==> src/rtl/mem_rd_collect.sv <==
// ---------------------------------------------------------------------------
// mem_rd_collect
// Collects per-lane accumulator bank read data and forwards it to the systolic
// array input lanes. Each lane's beat count is tracked against the transfer
// length. Lanes are expected to arrive skewed, with lane i one cycle behind
// lane i-1. The block detects protocol errors and pulses done once every lane
// has delivered its rows.
//
// Ports
//   clk          clock, all state on rising edge
//   rstn         synchronous active-low reset
//   i_start      one-cycle transfer kick-off
//   i_num_row    rows per lane, sampled when i_start is taken in IDLE
//   i_in_valid   per-lane read-data valid
//   i_in_data    per-lane read data
//   o_out_valid  per-lane valid towards the systolic array
//   o_out_data   per-lane data towards the systolic array (holds when idle)
//   o_busy       high while a transfer is active
//   o_done       one-cycle completion pulse
//   o_err        sticky protocol error, cleared by the next accepted start
//
// Build option
//   MEM_RD_COLLECT_DESKEW_EN : when defined, lane i gets SYS_ROW-1-i extra
//   delay stages so the k-th beat of every lane leaves in the same cycle.
// ---------------------------------------------------------------------------
module mem_rd_collect #(
  parameter int SYS_ROW    = 16,
  parameter int SYS_COL    = 16,
  parameter int DATA_WIDTH = 16,
  parameter int ACCUM_SIZE = 4096
) (
  input  logic                               clk,
  input  logic                               rstn,
  input  logic                               i_start,
  input  logic [DATA_WIDTH-1:0]              i_num_row,
  input  logic [SYS_ROW-1:0]                 i_in_valid,
  input  logic [SYS_ROW-1:0][DATA_WIDTH-1:0] i_in_data,
  output logic [SYS_ROW-1:0]                 o_out_valid,
  output logic [SYS_ROW-1:0][DATA_WIDTH-1:0] o_out_data,
  output logic                               o_busy,
  output logic                               o_done,
  output logic                               o_err
);

  localparam int ACCUM_ROW = ACCUM_SIZE / SYS_COL;
  localparam int CNT_W     = $clog2(ACCUM_ROW) + 1;
  localparam logic [31:0] ACCUM_ROW_U = 32'(ACCUM_ROW);

  typedef enum logic {S_IDLE = 1'b0, S_ACTIVE = 1'b1} state_t;

  state_t                         r_state, w_state_next;
  logic [CNT_W-1:0]               r_eff_rows, w_eff_rows_next;
  logic [SYS_ROW-1:0][CNT_W-1:0]  r_cnt, w_cnt_next;
  logic [SYS_ROW-1:0]             w_accept, w_drop, w_skew_err, w_lane_full;
  logic                           w_all_done, w_clear, w_start_err, w_done_next, w_err_next;
  logic [31:0]                    w_num_ext;
  logic [CNT_W-1:0]               w_num_clamp;
  logic                           r_done, r_err;
  logic [SYS_ROW-1:0]             r_v1;
  logic [SYS_ROW-1:0][DATA_WIDTH-1:0] r_d1;

  // eff_rows = min(num_row, ACCUM_ROW); compare at 32 bits so a wide
  // num_row cannot alias onto a small count after truncation.
  assign w_num_ext   = 32'(i_num_row);
  assign w_num_clamp = (w_num_ext > ACCUM_ROW_U) ? CNT_W'(ACCUM_ROW) : CNT_W'(i_num_row);

  genvar gi;
  generate
    for (gi = 0; gi < SYS_ROW; gi++) begin : g_lane
      // A beat is taken only while active and short of the target; this is
      // also what keeps the counter from ever exceeding eff_rows.
      assign w_accept[gi]    = i_in_valid[gi] && (r_state == S_ACTIVE) && (r_cnt[gi] < r_eff_rows);
      assign w_drop[gi]      = i_in_valid[gi] && !w_accept[gi];
      assign w_cnt_next[gi]  = r_cnt[gi] + CNT_W'(w_accept[gi]);
      assign w_lane_full[gi] = (w_cnt_next[gi] == r_eff_rows);
      if (gi == 0) begin : g_first
        assign w_skew_err[gi] = 1'b0;
      end else begin : g_rest
        // Lane gi would overtake lane gi-1's registered count: it arrived
        // no later than its predecessor.
        assign w_skew_err[gi] = w_accept[gi] && (r_cnt[gi] >= r_cnt[gi-1]);
      end
    end
  endgenerate

  assign w_all_done = &w_lane_full;

  always_comb begin
    w_state_next    = r_state;
    w_eff_rows_next = r_eff_rows;
    w_clear         = 1'b0;
    w_start_err     = 1'b0;
    w_done_next     = 1'b0;
    case (r_state)
      S_IDLE: begin
        if (i_start) begin
          w_eff_rows_next = w_num_clamp;
          w_clear         = 1'b1;
          if (w_num_clamp == '0) w_done_next  = 1'b1;
          else                   w_state_next = S_ACTIVE;
        end
      end
      S_ACTIVE: begin
        // A start that lands on the final-beat cycle is still seen as
        // arriving mid-transfer.
        if (i_start) w_start_err = 1'b1;
        if (w_all_done) begin
          w_state_next = S_IDLE;
          w_done_next  = 1'b1;
        end
      end
      default: w_state_next = S_IDLE;
    endcase
    // A protocol error in the start cycle outranks the clear from start.
    if ((|w_drop) || (|w_skew_err) || w_start_err) w_err_next = 1'b1;
    else if (w_clear)                              w_err_next = 1'b0;
    else                                           w_err_next = r_err;
  end

  always_ff @(posedge clk) begin
    if (!rstn) begin
      r_state    <= S_IDLE;
      r_eff_rows <= '0;
      r_cnt      <= '0;
      r_done     <= 1'b0;
      r_err      <= 1'b0;
      r_v1       <= '0;
      r_d1       <= '0;
    end else begin
      r_state    <= w_state_next;
      r_eff_rows <= w_eff_rows_next;
      r_cnt      <= w_clear ? '0 : w_cnt_next;
      r_done     <= w_done_next;
      r_err      <= w_err_next;
      r_v1       <= w_accept;
      for (int i = 0; i < SYS_ROW; i++) begin
        if (w_accept[i]) r_d1[i] <= i_in_data[i];
      end
    end
  end

  assign o_busy = (r_state == S_ACTIVE);
  assign o_done = r_done;
  assign o_err  = r_err;

`ifdef MEM_RD_COLLECT_DESKEW_EN
  // Lane gi already has one register of latency; add SYS_ROW-1-gi more so
  // every lane's total latency is SYS_ROW-gi and the skew is cancelled.
  generate
    for (gi = 0; gi < SYS_ROW; gi++) begin : g_dly
      localparam int DLY = SYS_ROW - 1 - gi;
      if (DLY == 0) begin : g_none
        assign o_out_valid[gi] = r_v1[gi];
        assign o_out_data[gi]  = r_d1[gi];
      end else begin : g_line
        logic [DLY-1:0]                 r_dl_v;
        logic [DLY-1:0][DATA_WIDTH-1:0] r_dl_d;
        always_ff @(posedge clk) begin
          if (!rstn) begin
            r_dl_v <= '0;
            r_dl_d <= '0;
          end else begin
            r_dl_v[0] <= r_v1[gi];
            if (r_v1[gi]) r_dl_d[0] <= r_d1[gi];
            for (int j = 1; j < DLY; j++) begin
              r_dl_v[j] <= r_dl_v[j-1];
              if (r_dl_v[j-1]) r_dl_d[j] <= r_dl_d[j-1];
            end
          end
        end
        assign o_out_valid[gi] = r_dl_v[DLY-1];
        assign o_out_data[gi]  = r_dl_d[DLY-1];
      end
    end
  endgenerate
`else
  assign o_out_valid = r_v1;
  assign o_out_data  = r_d1;
`endif

endmodule

==> config.mk <==
export PLATFORM = sky130hd
export DESIGN_NAME = mem_rd_collect
export DESIGN_NICKNAME = d
export VERILOG_FILES = /design/src/rtl/mem_rd_collect.sv
export SDC_FILE = /design/constraint.sdc
export NUM_CORES = 1
export LEC_CHECK = 0
export ABC_AREA = 1
export CAP_MARGIN = 5
export CORE_AREA = 8 8 230 232
export DETAILED_ROUTE_END_ITERATION = 6
export DIE_AREA = 0 0 238 240
export DONT_BUFFER_PORTS = 1
export PLACE_DENSITY = 0.72
export SLEW_MARGIN = 20
export SYNTH_ARGS = -nofsm -noshare
export SYNTH_HDL_FRONTEND = slang
export SYNTH_SLANG_ARGS = --single-unit
==> constraint.sdc <==
create_clock -name clk -period 5 [get_ports clk]
set_input_delay 1 -clock clk [delete_from_list [all_inputs] [get_ports clk]]
set_output_delay 1 -clock clk [all_outputs]
set_load 0.02 [all_outputs]
==> impl_metrics.ini <==
[place]
hpwl_mm = 73.5
dp.cells = 4138
io_buffers = 0
post-place-ws_ps = 829
placed_cell_area_sq_um = 25100
gp_congestion = 1.02

[power_and_ir_drop]
power_mw = 7.58
p_leak_nw = 12.8
combPwrFrac = 0.049
p_clk_frac = 0.466
pwr_density_cell_nw_per_um2 = 284
ir_drop_mv = 0.308
p_seq_frac = 0.485
power.switching_mw = 2.00
p_int_mw = 5.58
netSwitchingFraction = 0.264

[drt]
drtAntennaViolNets = 0
vias = 23820
via_per_inst = 5.64
drc = 0
drt-pass1-iter-count = 6
avgRoutedWirePerCell_microns = 22.1
drt-initial-drc-count = 2367
drt_wl_total_mm = 93.3

[sta]
finalMaxSlewViolations = 0
hold_slack_ps = 542
finalCriticalPeriod_ps = 4300
slew_headroom = 0.428
fin_crit_sh = 0.860
rsz0062_at_grt = no
tns_ps = 0
worst_pin_slew_ps = 857
setup_viol = 0
hold_violations = 0
finClkSkew_ps = 38.7
layout_setup_ws_ps = 699
fmax_mhz = 233

[synthesis]
syn_area_sq_um = 24300
synth_top_area_frac = 0.352
synthArstFlopShare = 0
synth_area_per_cell_sq_um = 6.92
yosys-top-cells-count = nor2_1, nand2_1, dfxtp_1
seq_area_frac_synth = 0.352
synth_cells = 3515
synth.net_count = 4101
ys.flop_type = dfxtp_1
synth_edf_count = 0
synth.distinct_cells = 43
post-synth-top-area-cell = dfxtp_1
synth_seq_cells = 428
synth.most_common_cell = nor2_1
synthTopCellsByArea = dfxtp_1, ha_1, nor2_1
ys_warn_count = 0

[floorplan]
rows = 82
dieArea_sq_um = 57100
die_h_microns = 240
initial_core_util = 0.492
core_area_sq_um = 49500
die_w_microns = 238
ios = 566

[clock_network]
cts_resized = 0
insertion_delay_ps = 600
cts.sink_count = 428
htree_num_levels = 2
root_buffer = clkbuf_16
clk_pin_slew_ps = 70
clockBufferDepth = 3
cts-buffers-inserted = 46
tritoncts = built
cts_setup_buffers = 0
cts_hold_buf = 0

[worst_hold_path]
hp-class = in -> reg

[global_routing]
grt_overflow = 0
antenna_found_initial = 5
grt_pass1_wl_mm = 137
grt_pass1_vias = 21831
track_usage = 0.311
grt_max_degree = 229

[worst_setup_path]
setup.worst_path.start_class = flop
timing.setup.critical_path_class = reg -> reg
critPathRequiredTime_ps = 5520
cp_max_fo = 19
critPathArrivalTime_ps = 4820
cp-end-kind = flop

[run]
maxCapViolCount = 0

[outcome]
status = completed

[cells_and_area]
fin_area_sq_um = 26700
drive_gt1_frac = 0.0479
fillers = 4853
num-nets-final = 4100
syn2layout_area_growth_pct = 9.52
stdcell_count = 4224
fin_util = 0.539
-- area by class of cell --
| cell class | count | area [sq um] | share of cell area |
|---|---|---|---|
| Tap cell | 672 | 841 | 0.0315 |
| Sequential cell | 428 | 8570 | 0.322 |
| Antenna cell | 1 | 2.50 | 0.0000939 |
| Inverter | 295 | 1110 | 0.0415 |
| Timing Repair Buffer | 37 | 290 | 0.0109 |
| Multi-Input combinational cell | 2706 | 14300 | 0.537 |
| Clock buffer | 62 | 1320 | 0.0493 |
| Clock inverter | 23 | 221 | 0.00831 |
-- power groups by stage --
| stage | combinational [mW] | sequential, mW | clock, mW |
|---|---|---|---|
| 2_1_floorplan | 0.275 | 3.70 | 0 |
| 3_3_place_gp | 0.354 | 3.75 | 0 |
| 3_5_place_dp | 0.362 | 3.75 | 0 |
| 4_1_cts | 0.364 | 3.68 | 3.55 |
| 5_1_grt | 0.409 | 3.68 | 3.70 |
| 6_report | 0.369 | 3.68 | 3.53 |
-- logic make-up (layout without fill, tap and decap cells) --
logic type	Yosys count	count (layout)	synth area share
AO/OA/AOI/OAI	531	531	0.118
adder cells (fa/ha/maj)	295	295	0.152
AND/OR/NAND/NOR	1853	1853	0.309
buffers and inverters	381	417	0.0603
flip-flops	428	428	0.352
XOR/XNOR	27	27	0.00972
other	0	1	0
-- registers in the layout, indices dropped and copies added, names as in the netlist --
| register | cells |
|---|---|
| r_eff_rows | 9 |
| r_cnt | 144 |
| o_busy | 1 |
| o_out_data | 256 |
| o_out_valid | 16 |
| o_err | 1 |
| o_done | 1 |
-- placed cells by master, fill, tap and decap left out, types with 3 or more instances in the layout --
cell,Yosys,final
nor2_1,825,825
nand2_1,762,761
dfxtp_1,428,428
ha_1,295,295
o21ai_0,288,288
inv_1,275,274
a21oi_1,174,174
nand3_1,143,143
nand4_1,52,52
clkbuf_16,0,49
buf_4,1,36
xor2_1,25,25
o21a_1,22,22
nor3_1,20,20
inv_2,17,18
nor2_2,14,14
nand3b_1,14,14
o211ai_1,10,10
nor2_4,10,10
a211oi_1,9,9
clkbuf_1,62,9
o21ai_1,8,8
o211ai_2,7,7
clkinv_2,0,7
o2111ai_1,5,5
clkinv_4,0,5
clkinvlp_4,0,5
o32ai_1,4,4
clkbuf_8,0,4
nand3_2,3,3
clkinv_1,3,3
-- layer usage --
layer | part of all wire | GRT usage
met1 | 0.41 | 0.410
met2 | 0.44 | 0.482
met3 | 0.11 | 0.0908
met4 | 0.037 | 0.109
met5 | 0.00031 | 0
-- critical path, cell delays in order, from the launching register on --
cell      delay (ps)
dfxtp_1          450
inv_1            330
ha_1             420
nand2_1           90
nor2_1            50
a211oi_1         240
nand4_2          110
buf_4            230
inv_2            270
ha_1             320
ha_1             220
nand2_1          120
nor2_1           230
nand3_1          120
xor2_1           290
inv_1             70
nor2_1           100
nand3_1           80
nand2_1           70
nand2_1           50
nor2_1           170
nand2_1           80
a21oi_1          120
-- path summary, 6_finish.rpt --
kind              slack, ps              to  cells after the start     startpoint
setup / recovery        700          o_done                     22  r_eff_rows[8]
hold / removal          540  o_out_data[78]                      2  i_in_data[78]
setup reg to reg        700          o_done                     22  r_eff_rows[8]
hold reg to reg         570      r_cnt[120]                      2     r_cnt[120]
No activity file was read; power rests on OpenSTA's default activity.
